==> src/rtl/sz_dec_pkg.sv <==
// Shared constants, mode encoding and width helpers for the SZ decode/encode datapath.
package sz_dec_pkg;

    typedef enum logic [1:0] {
        MODE_RAW  = 2'd0,
        MODE_ORD0 = 2'd1,
        MODE_LIN  = 2'd2,
        MODE_QUAD = 2'd3
    } mode_e;

    // Extra bits so that 3*h1 - 3*h2 + h3 cannot overflow.
    localparam int unsigned PRED_GUARD = 3;

    function automatic int radius(input int qbits);
        return 1 << (qbits - 1);
    endfunction

    function automatic int pred_w(input int width);
        return width + PRED_GUARD;
    endfunction

    function automatic int recon_w(input int width, input int qbits, input int shift);
        return width + qbits + shift + PRED_GUARD;
    endfunction

endpackage

==> src/rtl/sz_predictor.sv <==
// Combinational curve-fitting predictor shared by the SZ encoder and decoder.
module sz_predictor
    import sz_dec_pkg::*;
#(
    parameter int WIDTH = 32
) (
    input  logic signed [WIDTH-1:0]         h1_i,
    input  logic signed [WIDTH-1:0]         h2_i,
    input  logic signed [WIDTH-1:0]         h3_i,
    input  logic        [1:0]               mode_i,
    output logic signed [pred_w(WIDTH)-1:0] p_o
);

    localparam int PW = pred_w(WIDTH);

    logic signed [PW-1:0] e1, e2, e3;
    mode_e mode;

    assign e1   = {{PRED_GUARD{h1_i[WIDTH-1]}}, h1_i};
    assign e2   = {{PRED_GUARD{h2_i[WIDTH-1]}}, h2_i};
    assign e3   = {{PRED_GUARD{h3_i[WIDTH-1]}}, h3_i};
    assign mode = mode_e'(mode_i);

    always_comb begin
        p_o = '0;
        case (mode)
            MODE_ORD0: p_o = e1;
            MODE_LIN:  p_o = (e1 <<< 1) - e2;
            MODE_QUAD: p_o = (e1 <<< 1) + e1 - (e2 <<< 1) - e2 + e3;
            default:   p_o = '0;
        endcase
    end

endmodule

==> src/rtl/sz_stream_decode.sv <==
// SZ reconstruction stage: valid/ready stream of mode/code/raw in, fixed-point values out.
// Define SZ_DEC_SAT_EN to saturate reconstructed values instead of wrapping them.
module sz_stream_decode
    import sz_dec_pkg::*;
#(
    parameter int WIDTH      = 32,
    parameter int QBITS      = 16,
    parameter int ERR2_SHIFT = 2,
    parameter int BLOCK_LEN  = 256
) (
    input  logic                    clk,
    input  logic                    rst,
    input  logic                    in_valid,
    output logic                    in_ready,
    input  logic [1:0]              in_mode,
    input  logic [QBITS-1:0]        in_code,
    input  logic signed [WIDTH-1:0] in_raw,
    output logic                    out_valid,
    input  logic                    out_ready,
    output logic signed [WIDTH-1:0] out_data,
    output logic                    out_last
);

    localparam int PW     = pred_w(WIDTH);
    localparam int RW     = recon_w(WIDTH, QBITS, ERR2_SHIFT);
    localparam int CW     = $clog2(BLOCK_LEN);
    localparam int RADIUS = radius(QBITS);

    localparam logic signed [RW-1:0] SAT_MAX = {{(RW-WIDTH+1){1'b0}}, {(WIDTH-1){1'b1}}};
    localparam logic signed [RW-1:0] SAT_MIN = {{(RW-WIDTH+1){1'b1}}, {(WIDTH-1){1'b0}}};

    logic signed [WIDTH-1:0] h1_q, h2_q, h3_q, h1_d, h2_d, h3_d;
    logic signed [WIDTH-1:0] data_q, data_d;
    logic                    valid_q, valid_d;
    logic                    last_q, last_d;
    logic [CW-1:0]           cnt_q, cnt_d;

    logic                    accept;
    logic                    at_last;
    logic signed [PW-1:0]    pred;
    logic signed [RW-1:0]    code_w, delta, recon_full;
    logic signed [WIDTH-1:0] recon;

    assign in_ready  = !valid_q || out_ready;
    assign accept    = in_valid && in_ready;
    assign at_last   = (cnt_q == CW'(BLOCK_LEN - 1));
    assign out_valid = valid_q;
    assign out_data  = data_q;
    assign out_last  = last_q;

    sz_predictor #(.WIDTH(WIDTH)) u_pred (
        .h1_i   (h1_q),
        .h2_i   (h2_q),
        .h3_i   (h3_q),
        .mode_i (in_mode),
        .p_o    (pred)
    );

    // The code is unsigned, so it is zero-extended before re-centring on RADIUS.
    assign code_w     = $signed({{(RW-QBITS){1'b0}}, in_code});
    assign delta      = (code_w - RW'(RADIUS)) <<< ERR2_SHIFT;
    assign recon_full = {{(RW-PW){pred[PW-1]}}, pred} + delta;

    always_comb begin
        recon = '0;
        if (mode_e'(in_mode) == MODE_RAW) begin
            recon = in_raw;
        end else begin
`ifdef SZ_DEC_SAT_EN
            if (recon_full > SAT_MAX)
                recon = WIDTH'(SAT_MAX);
            else if (recon_full < SAT_MIN)
                recon = WIDTH'(SAT_MIN);
            else
                recon = WIDTH'(recon_full);
`else
            recon = WIDTH'(recon_full);
`endif
        end
    end

    always_comb begin
        valid_d = valid_q;
        data_d  = data_q;
        last_d  = last_q;
        cnt_d   = cnt_q;
        h1_d    = h1_q;
        h2_d    = h2_q;
        h3_d    = h3_q;
        if (accept) begin
            valid_d = 1'b1;
            data_d  = recon;
            last_d  = at_last;
            if (at_last) begin
                cnt_d = '0;
                h1_d  = '0;
                h2_d  = '0;
                h3_d  = '0;
            end else begin
                cnt_d = cnt_q + 1'b1;
                h1_d  = recon;
                h2_d  = h1_q;
                h3_d  = h2_q;
            end
        end else if (out_ready) begin
            valid_d = 1'b0;
        end
    end

    always_ff @(posedge clk) begin
        if (!rst) begin
            valid_q <= 1'b0;
            data_q  <= '0;
            last_q  <= 1'b0;
            cnt_q   <= '0;
            h1_q    <= '0;
            h2_q    <= '0;
            h3_q    <= '0;
        end else begin
            valid_q <= valid_d;
            data_q  <= data_d;
            last_q  <= last_d;
            cnt_q   <= cnt_d;
            h1_q    <= h1_d;
            h2_q    <= h2_d;
            h3_q    <= h3_d;
        end
    end

endmodule

==> config.mk <==
export PLATFORM = sky130hd
export DESIGN_NAME = sz_stream_decode
export DESIGN_NICKNAME = d
export VERILOG_FILES = /design/src/rtl/sz_dec_pkg.sv /design/src/rtl/sz_predictor.sv /design/src/rtl/sz_stream_decode.sv
export SDC_FILE = /design/constraint.sdc
export NUM_CORES = 1
export LEC_CHECK = 0
export ABC_AREA = 1
export CORE_UTILIZATION = 60
export DETAILED_ROUTE_END_ITERATION = 12
export HOLD_SLACK_MARGIN = 0.15
export PLACE_DENSITY = 0.86
export SLEW_MARGIN = 20
export SYNTH_ARGS = -nofsm -noshare
export SYNTH_HDL_FRONTEND = slang
export SYNTH_SLANG_ARGS = --single-unit
==> constraint.sdc <==
create_clock -name clk -period 7.06 [get_ports clk]
set_input_delay 2.118 -clock clk [delete_from_list [all_inputs] [get_ports clk]]
set_output_delay 2.118 -clock clk [all_outputs]
set_load 0.05 [all_outputs]
==> results of run 1 <==
[layout make-up]
| cell class | instances | area share (%) |
|---|---|---|
| Multi-Input combinational cell | 1514 | 60.0 |
| Sequential cell | 138 | 17.8 |
| Inverter | 378 | 9.17 |
| Timing Repair Buffer | 109 | 6.70 |
| Clock buffer | 17 | 2.74 |
| Tap cell | 280 | 2.26 |
| Clock inverter | 15 | 1.25 |
[logic make-up (layout without fill, tap and decap cells)]
logic type | Yosys count | in the layout
and+or+nand+nor | 881 | 881
xor gates and xnor gates | 29 | 29
adders and majority gates | 185 | 185
AOI/OAI and AO/OA | 419 | 419
buffers and inverters | 434 | 519
DFF | 138 | 138
[state kept, by name (all words and copies together) (netlist names)]
signal     count
h1_q          32
h2_q          32
out_data      32
cnt_q          8
out_last       1
h3_q          32
out_valid      1
[how the worst min path moves through the flow]
stage	start	slack [ns]	endpoint	depth (start not counted)
after floorplan	h3_q[10]$_SDFFE_PN0P_	0.45	h3_q[10]$_SDFFE_PN0P_	2
after global placement	h3_q[3]$_SDFFE_PN0P_	0.45	h3_q[3]$_SDFFE_PN0P_	2
after detailed placement	h3_q[20]$_SDFFE_PN0P_	0.46	h3_q[20]$_SDFFE_PN0P_	2
after CTS	h3_q[20]$_SDFFE_PN0P_	0.47	h3_q[20]$_SDFFE_PN0P_	2
after global routing	h3_q[22]$_SDFFE_PN0P_	0.48	h3_q[22]$_SDFFE_PN0P_	2
final	out_data[27]$_SDFFE_PN0P_	0.47	out_data[27]$_SDFFE_PN0P_	2
[layer usage]
layer  global-route usage (%)  up-vias  routed length, um
li1                         -     6775                  -
met1                     52.1     6485              18700
met2                     57.2      667              18500
met3                     5.90       75               4210
met4                     11.4        0                973
met5                        0        -                  0
[critical path: stages, from the launching register on]
cell and delay [ns]:
dfxtp_1 0.35, inv_1 0.11, fa_1 0.54, inv_1 0.05, fa_1 0.47, inv_1 0.05, fa_1 0.50, inv_1 0.05
ha_1 0.36, nand2_1 0.12, nor2_1 0.37, nand2_1 0.12, o21ai_2 0.33, a21boi_2 0.11, or2_2 0.29, nand3_1 0.09
o211ai_1 0.16, ha_1 0.49, nand4_1 0.18, nor2_2 0.26, nand4_1 0.19, nand3_1 0.17, xor2_1 0.19, o21ai_1 0.12
o22ai_1 0.17, inv_1 0.09, nor2_1 0.14
[cells in the final DEF, fill, tap and decap left out, types with 15 or more instances in the layout]
| cell type | Yosys | final |
|---|---|---|
| a21oi_1 | 233 | 233 |
| buf_4 | 0 | 21 |
| clkbuf_16 | 0 | 17 |
| clkdlybuf4s50_1 | 0 | 88 |
| dfxtp_1 | 138 | 138 |
| fa_1 | 92 | 92 |
| ha_1 | 93 | 93 |
| inv_1 | 374 | 373 |
| nand2_1 | 532 | 531 |
| nand3_1 | 102 | 102 |
| nor2_1 | 167 | 165 |
| o211ai_1 | 17 | 17 |
| o21ai_0 | 77 | 77 |
| o21ai_1 | 15 | 15 |
| or2_2 | 17 | 17 |
| xor2_1 | 15 | 15 |
[per-stage QoR]
stage	cell area [um^2]	std cells	util [%]	hold WS [ns]	setup WS, ns
2_1_floorplan	13700	2086	-	0.445	2.02
3_3_place_gp	14900	2419	67.3	0.452	1.11
3_5_place_dp	14900	2419	67.3	0.456	1.15
4_1_cts	15500	2451	70.1	0.466	1.12
5_1_grt	15500	2451	70.1	0.483	0.633
6_report	15500	2451	70.1	0.466	0.905
==> reports/qor.yml, run 1 <==
outcome:
  status: "finished clean"
timing:
  hold_viol_final: 0
  rsz0062_at_grt: "false"
  slew_headroom_pct: 28.0
  finalCritPeriodShare_pct: 87.2
  fin_crit_ns: 6.16
  worst_pin_slew_ns: 1.08
  finalSetupTns_ns: 0
  setup_viol: 0
  final_max_slew_viol_count: 0
  fmax_mhz: 162
  skew_ns: 0.0134
final_layout:
  syn2layout_area_growth_pct: 13.2
  fin_nets: 2397
  diodes: 0
  multi_input_area_um2: 9310
  drive_above_1_share_pct: 5.39
  register_area_um2: 2760
  fillers: 1942
clock_network:
  holdBufCountCts: 0
  clockBufferDepth: 2
  cts_made_buffers: 17
  cts_root_buffer: "clkbuf_16"
  cts_tree: "done"
  clock_sinks: 138
  clk_pin_slew_worst_paths_ns: 0.08
  postCtsSetupRepairBufs: 0
  clkLatencyLatePin_ns: 0.44
  ctsHtreeMaxLevel: 4
  ctsResizeCount: 0
critical_path:
  crit_required_ns: 7.42
  r2r_end: "h1_q[20]$_SDFFE_PN0P_"
  cp-end-kind: "flop"
  cp-endpoint: "h1_q[20]$_SDFFE_PN0P_"
  timing.rr.start: "h1_q[10]$_SDFFE_PN0P_"
  r2r_slack_ns: 0.90
  reg2reg_depth: 26
  arrival_ns: 6.52
  path_class: "reg2reg"
  start_kind: "flop"
  cp_max_fo: 6
  crit_path_start: "h1_q[10]$_SDFFE_PN0P_"
die:
  start_util_pct: 62.0
  core_region_area_um2: 22100
  die_area_um2: 23400
  die_h_um: 153
  num_rows: 54
  pin_count: 89
  die_x_um: 153
global_route:
  antenna_found_initial: 0
  grt_overflow_total: 0
  grt_pass1_vias: 13300
  grt_max_degree: 98
  grt_pass1_wl_um: 67800
  grt_usage_pct: 36.8
synthesis:
  synth-seq-area-share_pct: 20.2
  synth_mux_area_share_pct: 0
  synth-adder-area-share_pct: 22.0
  synthTopCellsByCount: "nand2_1 (532), inv_1 (374), a21oi_1 (233)"
  synth_largest_area_cell: "dfxtp_1"
  synth_flop_cell: "dfxtp_1"
  synth_top_family_by_area: "simple AND/OR/NAND/NOR gates"
  synth_edf_count: 0
  synth_compound_area_share_pct: 17.4
  synth_warnings: 0
  synth-seq-cells: 138
  netlist_area_um2: 13700
  synth.area.top_cells: "dfxtp_1 (20%), nand2_1 (15%), fa_1 (13%), inv_1 (10%), a21oi_1 (8.5%)"
  synth_xor_area_share_pct: 1.86
  synth_cells: 2086
  yosysMostFrequentCell: "nand2_1"
  yosys.area_share.simple_pct: 26.7
  synthArstFlopShare_pct: 0
  syn_nets: 2325
  netlist.area_leader.share_pct: 20.2
  syn-mean-instance-area_um2: 6.56
  ys_types: 52
place:
  dp_hpwl_um: 33500
  place.gp.congestion: 0.997
  port_buffers: 88
drt:
  routed_wl_um: 42400
  antenna_left: 0
  via_count: 14000
  drt_iter0_markers: 1302
  drcViolationCount: 0
  via_per_inst: 5.71
  dr.pass1.iters: 6
  wl_per_cell_um: 17.3
worst_hold_path:
  holdCritPathClass: "reg2reg"
flow_run:
  max_cap_violations: 0
Power of run 1 is left out: the tool's default activity adds up to more than one toggle a clock period on the data nets, which glitch-free logic cannot reach.
==> run 2, diff against run 1 <==
Settings changed: CORE_MARGIN set to 5.
==> run 2 against run 1 <==
First-iteration DRC count is 13% higher. Flip-flop and latch count did not move. Cell count is 0.16% higher. Count of clock-buffer cells in the layout unchanged. Wire length shrank 0.44%. Largest cell class unchanged. Final area about the same. Non-clock buffer count up 1. Utilization shrank 1.4 points. Critical path depth up 1.
==> reports/qor.yml, run 2 (synthesis results as in run 1) <==
clock_network:
  postCtsSetupRepairBufs: 0
  cts_root_buffer: "clkbuf_16"
  ctsResizeCount: 0
  ctsHtreeMaxLevel: 4
  cts_tree: "done"
  cts_made_buffers: 17
  clockBufferDepth: 2
  clkLatencyLatePin_ns: 0.44
  holdBufCountCts: 0
  clk_pin_slew_worst_paths_ns: 0.07
  clock_sinks: 138
die:
  die_area_um2: 25900
  die_h_um: 161
  die_x_um: 161
  num_rows: 55
  pin_count: 89
  core_region_area_um2: 22600
  start_util_pct: 60.7
final_layout:
  fillers: 1965
  drive_above_1_share_pct: 5.30
  fin_nets: 2398
  final_util_pct: 68.7
  final_cell_mix: "nand2_1 (531), inv_1 (374), a21oi_1 (233)"
  final_common_cell: "nand2_1"
  diodes: 0
  syn2layout_area_growth_pct: 13.3
timing:
  fin_crit_ns: 5.97
  hold_slack_ns: 0.466
  setup_viol: 0
  slew_headroom_pct: 35.1
  final_max_slew_viol_count: 0
  fmax_mhz: 167
  worst_pin_slew_ns: 0.973
  setup_slack_ns: 1.09
  rsz0062_at_grt: "false"
  skew_ns: 0.0166
  hold_viol_final: 0
  finalCritPeriodShare_pct: 84.6
  finalSetupTns_ns: 0
worst_hold_path:
  holdCritPathClass: "reg2reg"
place:
  place.gp.congestion: 0.982
  port_buffers: 88
  dp_hpwl_um: 33500
  post-place-ws_ns: 1.10
critical_path:
  path_class: "reg2reg"
  crit_required_ns: 7.42
  cp_max_fo: 6
  start_kind: "flop"
  arrival_ns: 6.34
  cp-end-kind: "flop"
global_route:
  grt_usage_pct: 32.9
  antenna_found_initial: 0
  grt_max_degree: 90
  grt_pass1_wl_um: 68900
  grt_overflow_total: 0
  grt_pass1_vias: 13400
drt:
  drt_iter0_markers: 1471
  wl_met1_um: 19400
  dr.pass1.iters: 7
  antenna_left: 0
  routed_wl_um: 42200
  via_per_inst: 5.61
  via_count: 13800
  wl_per_cell_um: 17.2
  met2_length_um: 18200
  highest_layer: "met4"
  met3WireLength_um: 3740
  drcViolationCount: 0
outcome:
  status: "finished clean"
flow_run:
  max_cap_violations: 0
run 2: worst max-delay path, stage by stage (launching register included):
cell and delay (ns):
dfxtp_1 0.43, inv_1 0.11, fa_1 0.54, inv_1 0.06, fa_1 0.49, inv_1 0.06, fa_1 0.47, inv_1 0.04
ha_1 0.36, a21oi_1 0.17, nand2_1 0.11, a21oi_1 0.27, o21a_1 0.24, inv_1 0.07, or2_2 0.27, nand3_1 0.12
o211ai_1 0.14, ha_1 0.38, a21oi_1 0.27, nand2_1 0.09, a21oi_1 0.16, nand2_2 0.12, nand2_1 0.09, nand3_2 0.10
xnor2_1 0.16, o21ai_1 0.22, nand3_1 0.18, a21oi_1 0.19
run 2: path summary, 6_finish.rpt:
kind              slack (ns)                    end  cells after the start                 start
setup / recovery        1.09  h1_q[19]$_SDFFE_PN0P_                     27  h1_q[2]$_SDFFE_PN0P_
hold / removal          0.47   h3_q[4]$_SDFFE_PN0P_                      2  h3_q[4]$_SDFFE_PN0P_
setup reg to reg        1.09  h1_q[19]$_SDFFE_PN0P_                     27  h1_q[2]$_SDFFE_PN0P_
hold reg to reg         0.47   h3_q[4]$_SDFFE_PN0P_                      2  h3_q[4]$_SDFFE_PN0P_
run 2: metal layers:
metal | vias to the layer above | GRT usage, %
met4 | 0 | 8.03
met1 | 6373 | 47.8
met3 | 59 | 6.33
li1 | 6778 | -
met5 | - | 0
met2 | 573 | 50.9
run 2: area by class of cell:
| type | count | area, um^2 | area share (%) |
|---|---|---|---|
| repair buffers | 110 | 1050 | 6.74 |
| multi-input cells | 1514 | 9310 | 60.0 |
| clock inverters | 13 | 193 | 1.24 |
| well taps | 285 | 357 | 2.30 |
| inverters | 378 | 1420 | 9.16 |
| flip-flops and latches | 138 | 2760 | 17.8 |
| clock buffers | 17 | 425 | 2.74 |
run 2: per-stage QoR:
step	instance area, um^2	std cells
after CTS	15500	2455
after floorplan	13700	2086
final	15500	2455
after detailed placement	14900	2425
after global placement	14900	2425
after global routing	15500	2455
Power of run 2 is left out for the same reason.
